File: config.mk
export PLATFORM = sky130hd
export DESIGN_NAME = board_io_ctrl
export DESIGN_NICKNAME = d
export VERILOG_FILES = /design/src/rtl/board_io_ctrl.sv
export SDC_FILE = /design/constraint.sdc
export NUM_CORES = 1
export LEC_CHECK = 0
export BUFFER_PORTS_ARGS = -buffer_cell sky130_fd_sc_hd__buf_4
export CAP_MARGIN = 15
export CORE_ASPECT_RATIO = 0.9
export CORE_MARGIN = 5
export CORE_UTILIZATION = 26
export DETAILED_ROUTE_END_ITERATION = 8
export PLACE_DENSITY = 0.5
export SLEW_MARGIN = 20
export SYNTH_ARGS = -nofsm -noshare
export SYNTH_HDL_FRONTEND = slang
export SYNTH_SLANG_ARGS = --single-unit
File: constraint.sdc
create_clock -name CLK_50MHZ -period 2.3 [get_ports CLK_50MHZ]
set_input_delay 0.23 -clock CLK_50MHZ [delete_from_list [all_inputs] [get_ports CLK_50MHZ]]
set_output_delay 0.23 -clock CLK_50MHZ [all_outputs]
set_load 0.005 [all_outputs]
File: src/rtl/board_io_ctrl.sv
// Board-level I/O conditioner: button sync/debounce with edge pulses,
// stretched system-reset generator and per-LED mode control.
module board_io_ctrl #(
  parameter int unsigned N_BTN          = 2,
  parameter bit          BTN_ACTIVE_LOW = 1'b1,
  parameter int unsigned DEB_CYCLES     = 500000,
  parameter bit          RST_EN         = 1'b1,
  parameter int unsigned RST_BTN        = 0,
  parameter int unsigned POR_CYCLES     = 1024,
  parameter int unsigned N_LED          = 2,
  parameter int unsigned BLINK_DIV      = 12500000
) (
  input  logic                 CLK_50MHZ,
  input  logic                 nRESET,
  input  logic [N_BTN-1:0]     BTN,
  output logic [N_BTN-1:0]     BTN_LEVEL,
  output logic [N_BTN-1:0]     BTN_PRESS,
  output logic [N_BTN-1:0]     BTN_RELEASE,
  output logic                 SYS_RST,
  input  logic [N_LED-1:0]     LED_IN,
  input  logic [2*N_LED-1:0]   LED_MODE,
  output logic [N_LED-1:0]     LED
);

  localparam int unsigned DebW = (DEB_CYCLES > 1) ? $clog2(DEB_CYCLES) : 1;
  localparam logic [DebW-1:0] DebLast = DebW'(DEB_CYCLES - 1);

  localparam int unsigned RstW = $clog2(POR_CYCLES + 1);
  localparam logic [RstW-1:0] RstLast = RstW'(POR_CYCLES);

  localparam int unsigned BlkW = (BLINK_DIV > 1) ? $clog2(BLINK_DIV) : 1;
  localparam logic [BlkW-1:0] BlkLast = BlkW'(BLINK_DIV - 1);

  // Button synchroniser and debounce state
  logic [N_BTN-1:0]            sync1_q, sync2_q;
  logic [N_BTN-1:0][DebW-1:0]  deb_cnt_q, deb_cnt_d;
  logic [N_BTN-1:0]            level_q, level_d;
  logic [N_BTN-1:0]            press_q, press_d;
  logic [N_BTN-1:0]            release_q, release_d;

  // Reset generator state
  logic [RstW-1:0]             rst_cnt_q, rst_cnt_d;
  logic [RstW-1:0]             rst_cnt_inc;
  logic                        sys_rst_q, sys_rst_d;
  logic                        rst_src;

  // Blink timebase and LED drive
  logic [BlkW-1:0]             blk_cnt_q, blk_cnt_d;
  logic                        phase_q, phase_d;
  logic                        blk_wrap;
  logic [N_LED-1:0]            led_q, led_d;

  // Two-flop synchroniser; values are stored normalised so 1 = pressed.
  always_ff @(posedge CLK_50MHZ or negedge nRESET) begin
    if (!nRESET) begin
      sync1_q <= '0;
      sync2_q <= '0;
    end else begin
      sync1_q <= BTN ^ {N_BTN{BTN_ACTIVE_LOW}};
      sync2_q <= sync1_q;
    end
  end

  // Debounce: count consecutive differing cycles, toggle the level on the last one.
  always_comb begin
    deb_cnt_d = '0;
    level_d   = level_q;
    press_d   = '0;
    release_d = '0;
    for (int i = 0; i < N_BTN; i++) begin
      if (sync2_q[i] != level_q[i]) begin
        if (deb_cnt_q[i] == DebLast) begin
          level_d[i]   = ~level_q[i];
          press_d[i]   = ~level_q[i];
          release_d[i] = level_q[i];
        end else begin
          deb_cnt_d[i] = deb_cnt_q[i] + 1'b1;
        end
      end
    end
  end

  // Debounce counters, debounced level and edge pulses
  always_ff @(posedge CLK_50MHZ or negedge nRESET) begin
    if (!nRESET) begin
      deb_cnt_q <= '0;
      level_q   <= '0;
      press_q   <= '0;
      release_q <= '0;
    end else begin
      deb_cnt_q <= deb_cnt_d;
      level_q   <= level_d;
      press_q   <= press_d;
      release_q <= release_d;
    end
  end

  // The source covers the edge the level rises (so SYS_RST rises with it) through the
  // edge it falls, so the stretch is counted from the edge after the level drops.
  assign rst_src     = RST_EN && (level_d[RST_BTN] || level_q[RST_BTN]);
  assign rst_cnt_inc = rst_cnt_q + 1'b1;

  // Reset stretch next-state
  always_comb begin
    rst_cnt_d = rst_cnt_q;
    sys_rst_d = sys_rst_q;
    if (rst_src) begin
      rst_cnt_d = '0;
      sys_rst_d = 1'b1;
    end else if (sys_rst_q) begin
      rst_cnt_d = rst_cnt_inc;
      if (rst_cnt_inc == RstLast) begin
        sys_rst_d = 1'b0;
      end
    end
  end

  // Reset stretch registers; only nRESET resets this block
  always_ff @(posedge CLK_50MHZ or negedge nRESET) begin
    if (!nRESET) begin
      rst_cnt_q <= '0;
      sys_rst_q <= 1'b1;
    end else begin
      rst_cnt_q <= rst_cnt_d;
      sys_rst_q <= sys_rst_d;
    end
  end

  // Free-running blink timebase, phase toggles on each wrap
  always_comb begin
    blk_wrap  = (blk_cnt_q == BlkLast);
    blk_cnt_d = blk_wrap ? '0 : blk_cnt_q + 1'b1;
    phase_d   = phase_q ^ blk_wrap;
  end

  // Per-LED mode decode
  always_comb begin
    led_d = '0;
    for (int i = 0; i < N_LED; i++) begin
      unique case (LED_MODE[2*i +: 2])
        2'b00: led_d[i] = LED_IN[i];
        2'b01: led_d[i] = ~LED_IN[i];
        2'b10: led_d[i] = LED_IN[i] & phase_q;
        2'b11: led_d[i] = 1'b0;
      endcase
    end
  end

  // Blink counter, phase and registered LED drive
  always_ff @(posedge CLK_50MHZ or negedge nRESET) begin
    if (!nRESET) begin
      blk_cnt_q <= '0;
      phase_q   <= 1'b0;
      led_q     <= '0;
    end else begin
      blk_cnt_q <= blk_cnt_d;
      phase_q   <= phase_d;
      led_q     <= led_d;
    end
  end

  assign BTN_LEVEL   = level_q;
  assign BTN_PRESS   = press_q;
  assign BTN_RELEASE = release_q;
  assign SYS_RST     = sys_rst_q;
  assign LED         = led_q;

endmodule

==> qor.txt, run 1 <==
Clock Path Buffers: 2
XOR/XNOR share of the synthesized area: 0.145
skew final: 0.00617 ns
YS warnings: 0
synth top area cells: dfrtp_1 (53%), xor2_1 (9.3%), nor2_1 (7.0%)
CTS tree: done
EDFF count, synth: 0
critical path's slowest cell: nor3_1
required time worst endpoint: 2.52 ns
initial DRC count: 134
crit path cell chain: ha_1, nand4_1, nor3_1, nand4_1, xor2_1, nor2_1
fin crit period: 1.87 ns
unrepaired setup endpoints after global routing: no
Filler Cell Count: 1,573
clk sinks: 87
adder-cell share of the synthesized area: 0.0124
Starting Density: 0.264
Vias per Instance: 4.47
# setup viols final: 0
share of layout cells above drive strength 1: 0.109
GRT Overall Usage: 0.0868
Synth Net Count: 404
vias in the first global route: 2,915
post-synthesis simple-gate area fraction: 0.255
Critical Setup Path Class: flop to flop
Hold Worst Slack: 0.0281 ns
fin crit share: 0.811
GP Congestion: 0.746
Worst-path clk slew: 0.06 ns
Die Ht: 128 um
core area: 15,300 um2
HPWL Detailed: 4.78 mm
most frequent cells after synthesis: dfrtp_1 (86), nor2_1 (76), xor2_1 (43), nand2_1 (28), nand3_1 (25)
crit-path most repeated cell: nand4_1
crit end category: flop
initial antenna violation count: 0
IO buf count: 18
crit path DAT: 2.08 ns
Layout area overhead: 17.1%
Antenna Diode Count: 0
Max Cap Viol: 0
Post-Syn Area per Cell: 10.4 um2
cell taking the most area after synthesis: dfrtp_1
P_leak: 2.16 nW
run status: complete, no violations
# H-tree levels: 3
setup TNS: 0 ns
headroom to the max-slew limit: 0.667
worst slew pin tran: 0.497 ns
per-cell routed wire length: 11.5 um
largest net degree at the start of global routing: 53
clock latency at the later pin of the worst-skew pair: 0.34 ns
Max VDD drop: 334 uV
# DRC: 0
CP max stage delay: 0.49 ns
sequential fraction of the synthesis area: 0.538
first drt pass iteration count: 4
total gr overflow: 0
post-synth cell types: 43
Ports: 19
fin. max-slew vios: 0
global-route wire length before repair: 13.1 mm
Mapped Cells: 390
post-synth design cell area: 4050 um2
combinational family with the most area after synthesis: simple AND/OR/NAND/NOR gates
Hold WC Path Type: input port to flop
Post-synth ARST share: 1.00
Synth top area share: 0.532
count leader, synth: dfrtp_1
worst-path fanout max: 4
Final nets: 431
crit start category: flop
P per Cell Area: 643 nW/um2
#FFs+latches synth: 87
Max Clk Rate: 0.536 GHz
Synth Flop Type: dfrtp_1
multiplexer area fraction after synthesis: 0.00618
Detail Route Antenna Nets: 0
total wire length: 7.16 mm
root buffer cell: clkbuf_16
die width: 142 um
Die ar.: 18,200 um2
complex-gate fraction of the synthesized area: 0.0226
TritonCTS Buffers: 9
via count: 2,789
Fin. Hold Viols: 0
# rows: 43
## cell usage in the layout (no fill, tap or decap), types with 2 or more instances in the layout
cell and n:
nand3b_1 2, nand2_1 28, ha_1 4, clkbuf_16 9, nand3_1 25, nor2_1 76, nor4bb_1 2, dfrtp_1 86
nor3_1 7, clkbuf_1 4, inv_1 9, nor3b_1 4, xor2_1 43, xnor2_1 24, and4_1 4, nor3_2 2
nand4_1 18, nor4b_1 2, nor4_1 3, o21ai_0 7, and3_1 14, buf_4 23
## what timing repair did
item                                   4_1_cts  5_1_grt
resized for setup                            0        0
endpoints found under the hold margin       35        0
hold buffers                                 1        0
buffers inserted                             0        0
## worst paths after layout
kind	startpoint	to	slack [ns]	cells after the start
max	deb_cnt_q[19]$_DFF_PN0_	deb_cnt_q[33]$_DFF_PN0_	0.43	6
min	BTN[1]	sync1_q[1]$_DFF_PN0_	0.03	2
max reg2reg	deb_cnt_q[19]$_DFF_PN0_	deb_cnt_q[33]$_DFF_PN0_	0.43	6
min reg2reg	sync1_q[1]$_DFF_PN0_	sync2_q[1]$_DFF_PN0_	0.35	0
max in group asynchronous	nRESET	SYS_RST$_DFF_PN1_	1.24	3
min in group asynchronous	nRESET	rst_cnt_q[10]$_DFFE_PN0P_	0.39	2
## metrics by stage
stage               worst slack [ns]   util  cell area, um2  std cells  total power [W]
finish                         0.434  0.309            4740        624          0.00305
floorplan                      0.541      -            4050        390          0.00161
global placement               0.484  0.290            4440        607          0.00167
global route                   0.277  0.309            4740        624          0.00318
CTS                            0.443  0.309            4740        624          0.00312
detailed placement             0.447  0.290            4440        607          0.00167
## where the power goes
group,switching [W],internal [W]
clock,0.000563,0.000843
combinational,0.0000553,0.0000306
sequential,0.0000123,0.00155
total,0.000630,0.00242
## critical path, delay by kind of cell (launching register included)
kind	cells	cell delay, ns
XOR/XNOR	1	0.17
adder cells (fa/ha/maj)	1	0.24
flip-flops	1	0.39
AND/OR/NAND/NOR	4	0.95
## flip-flops by register name (all words and copies together), names as in the netlist
| name | flops |
|---|---|
| SYS_RST | 1 |
| deb_cnt_q | 38 |
| blk_cnt_q | 24 |
| sync2_q | 2 |
| phase_q | 1 |
| BTN_RELEASE | 2 |
| rst_cnt_q | 11 |
| BTN_LEVEL | 2 |
| LED | 2 |
| BTN_PRESS | 2 |
| sync1_q | 2 |
## logic make-up (layout without fill, tap and decap cells)
kind of cell | count (synthesis) | in the layout
flops | 87 | 87
xor+xnor | 67 | 67
mux | 2 | 2
fa+ha+maj | 4 | 4
simple gates | 198 | 198
compound gates | 14 | 14
buf+inv | 18 | 50
## area by class of cell
type                       count  area (um2)  share of cell area
timing repair buffer          25         203              0.0428
multi-input combinational    285        1790               0.377
clock buffer                  13         240              0.0507
tap                          202         253              0.0533
sequential                    87        2180               0.460
clock inverter                 3        43.8             0.00924
inverter                       9        33.8             0.00713
## layer usage
layer / global-route usage / vias to the layer above / wire, um / part of all wire
met4: 0.0288 / 0 / 101 / 0.014
met2: 0.138 / 35 / 3230 / 0.45
met5: 0 / - / 0 / 0
li1: - / 1377 / - / -
met3: 0.0323 / 11 / 320 / 0.045
met1: 0.110 / 1366 / 3500 / 0.49
Power figures use the tool's default switching activity.
==> inputs of run 2 (changes only) <==
--- a/config.mk
+++ b/config.mk
@@ -5,6 +5,7 @@
 export SDC_FILE = /design/constraint.sdc
 export NUM_CORES = 1
 export LEC_CHECK = 0
+export ABC_AREA = 1
 export BUFFER_PORTS_ARGS = -buffer_cell sky130_fd_sc_hd__buf_4
 export CAP_MARGIN = 15
 export CORE_ASPECT_RATIO = 0.9
==> constraint.sdc (replaced) <==
create_clock -name CLK_50MHZ -period 1.8 [get_ports CLK_50MHZ]
set_input_delay 0.18 -clock CLK_50MHZ [delete_from_list [all_inputs] [get_ports CLK_50MHZ]]
set_output_delay 0.18 -clock CLK_50MHZ [all_outputs]
set_load 0.005 [all_outputs]
==> qor.txt, run 2 <==
run status: complete, no violations
Synth Flop Type: dfrtp_1
root buffer cell: clkbuf_16
via count: 4,008
crit path cell chain: ha_1, nand2_1, nor2_4, nand3b_1, nor2_1, nor2_2, inv_1, a21oi_1
Hold Crit Depth: 4
crit path DAT: 1.86 ns
unrepaired setup endpoints after global routing: no
Max VDD drop: 343 uV
critical path's slowest cell: dfrtp_1
Mapped Cells: 651
clk sinks: 87
crit start category: flop
clock latency at the later pin of the worst-skew pair: 0.34 ns
share of layout cells above drive strength 1: 0.102
commonest non-fill, non-tap cell in the layout: nand2_1
Max Clk Rate: 0.609 GHz
Worst-path clk slew: 0.06 ns
Antenna Diode Count: 0
CTS tree: done
Placed Cells incl. Taps: 919
Int Pwr: 0.00314 W
Post-synth ARST share: 1.00
Hold Worst Slack: 0.0898 ns
first drt pass iteration count: 4
initial DRC count: 272
Filler Cell Count: 1,980
fin. max-slew vios: 0
CP Buf/Inv Count: 1
vias in the first global route: 3,729
Post-Syn Area per Cell: 7.39 um2
postcts setup bufs: 0
hold endpoint: LED[1]$_DFF_PN0_
worst-path fanout max: 6
most frequent cells after synthesis: nand2_1 (138), nor2_1 (121), inv_1 (102), dfrtp_1 (86), nand3_1 (42)
per-cell routed wire length: 11.2 um
total gr overflow: 0
largest net degree at the start of global routing: 40
Layout area overhead: 18.0%
P_leak: 2.54 nW
Detail Route Antenna Nets: 0
Largest regs: deb_cnt_q (38), blk_cnt_q (24), rst_cnt_q (11)
worst slew pin tran: 0.367 ns
global-route wire length before repair: 18.4 mm
EDFF count, synth: 0
Final Non-Filler Cells: 938
total wire length: 10.5 mm
GP Congestion: 0.836
clock share of power: 0.476
Cell Area, Placed: 5330 um2
count leader, synth: nand2_1
critical path's top delay family: simple AND/OR/NAND/NOR gates
core area: 18,300 um2
Clock Path Buffers: 2
sequential fraction of the synthesis area: 0.453
# setup viols final: 0
cell taking the most area after synthesis: dfrtp_1
post-synth design cell area: 4810 um2
die width: 153 um
depth of the most critical reg-to-reg path: 8
sequential power share: 0.491
Final nets: 702
crit end category: flop
HP Start: LED_IN[1]
Max Cap Viol: 0
CP max stage delay: 0.41 ns
sw frac: 0.223
setup TNS: 0 ns
# H-tree levels: 3
r2r startpoint: deb_cnt_q[19]$_DFF_PN0_
# DRC: 0
synth top area cells: dfrtp_1 (45%), nand2_1 (11%), nor2_1 (9.4%)
Largest register FFs: 38
Synth Net Count: 665
headroom to the max-slew limit: 0.754
Fin. Hold Viols: 0
DR WL met2: 4.28 mm
Synth top area share: 0.447
#FFs+latches synth: 87
most frequent cells in the layout: nand2_1 (137), nor2_1 (121), inv_1 (102)
required time worst endpoint: 2.02 ns
design area: 5670 um2
Die ar.: 21,300 um2
met3 WL: 352 um
HPWL Detailed: 7.99 mm
Hold WC Path Type: input port to flop
Max Used Layer: met4
IO buf count: 18
skew final: 0.00634 ns
GRT Overall Usage: 0.104
Critical Setup Path Class: flop to flop
P per Cell Area: 713 nW/um2
Die Ht: 139 um
Biggest register: deb_cnt_q
YS warnings: 0
TritonCTS Buffers: 9
fin crit period: 1.64 ns
M1 WL: 5.69 mm
reg2reg setup slack: 0.16 ns
Logic pwr share: 0.033
Ports: 19
r2r endpoint: deb_cnt_q[36]$_DFF_PN0_
Vias per Instance: 4.27
Sw Pwr: 0.000904 W
# rows: 47
fin crit share: 0.912
post-synth cell types: 33
initial antenna violation count: 0
Starting Density: 0.263
## run 2: cell count changes after synthesis, moves of 14 or more
cell	before	now
nand2_1	28	138
inv_1	9	102
nand3_1	25	42
nor2_1	76	121
a21oi_1	0	16
and3_1	14	0
nor3_1	7	25
xnor2_1	24	5
xor2_1	43	18
## run 2: timing repair
action	4_1_cts	5_1_grt
setup endpoints to repair	0	11
endpoints found under the hold margin	27	0
resized for setup	0	2
hold buffers	3	0
## run 2: cells by family (layout without fill, tap and decap cells)
logic type      after synthesis  in the layout  synth area share
simple gates                381            381             0.354
mux                           1              1           0.00208
xor+xnor                     23             23            0.0419
compound gates               45             45            0.0512
flops                        87             87             0.453
fa+ha+maj                     4              4            0.0104
buf+inv                     110            152            0.0879
## run 2: per-stage QoR
step | total power (W) | utilization | setup slack [ns]
after CTS | 0.00413 | 0.310 | 0.0931
after detailed placement | 0.00216 | 0.291 | 0.102
after global placement | 0.00216 | 0.291 | 0.188
final | 0.00405 | 0.310 | 0.159
after global routing | 0.00423 | 0.310 | 0.00395
after floorplan | 0.00206 | - | 0.307
## run 2: power by group through the flow
stage                     logic (W)  clock network, W  registers, W
after global placement     0.000137                 0       0.00202
after CTS                  0.000142           0.00200       0.00199
after global routing       0.000159           0.00208       0.00199
after floorplan           0.0000413                 0       0.00202
final                      0.000135           0.00192       0.00199
after detailed placement   0.000136                 0       0.00202
## run 2: layout make-up
class	count	area, um2	share of cell area
clock buffers	10	239	0.0421
well taps	245	307	0.0540
clock inverters	6	67.6	0.0119
multi-input cells	454	2220	0.391
flip-flops and latches	87	2180	0.384
inverters	103	387	0.0681
repair buffers	33	280	0.0494
## run 2: worst max-delay path by stage
stage / start / end / depth (start not counted)
global route: deb_cnt_q[19]$_DFF_PN0_ / deb_cnt_q[36]$_DFF_PN0_ / 8
detailed placement: deb_cnt_q[19]$_DFF_PN0_ / deb_cnt_q[36]$_DFF_PN0_ / 8
finish: deb_cnt_q[19]$_DFF_PN0_ / deb_cnt_q[36]$_DFF_PN0_ / 8
CTS: deb_cnt_q[19]$_DFF_PN0_ / deb_cnt_q[36]$_DFF_PN0_ / 8
floorplan: deb_cnt_q[0]$_DFF_PN0_ / deb_cnt_q[12]$_DFF_PN0_ / 8
global placement: deb_cnt_q[19]$_DFF_PN0_ / deb_cnt_q[36]$_DFF_PN0_ / 8
## run 2: metal layers
layer / track usage / vias to the layer above
li1: - / 2132
met1: 0.155 / 1808
met2: 0.148 / 54
met3: 0.0222 / 14
met4: 0.0376 / 0
met5: 0 / -
## run 2: worst register-to-register path, stage by stage, from the launching register on
cell and delay [ns]:
dfrtp_1 0.41, ha_1 0.22, nand2_1 0.11, nor2_4 0.16
nand3b_1 0.09, nor2_1 0.18, nor2_2 0.10, inv_1 0.19
a21oi_1 0.07
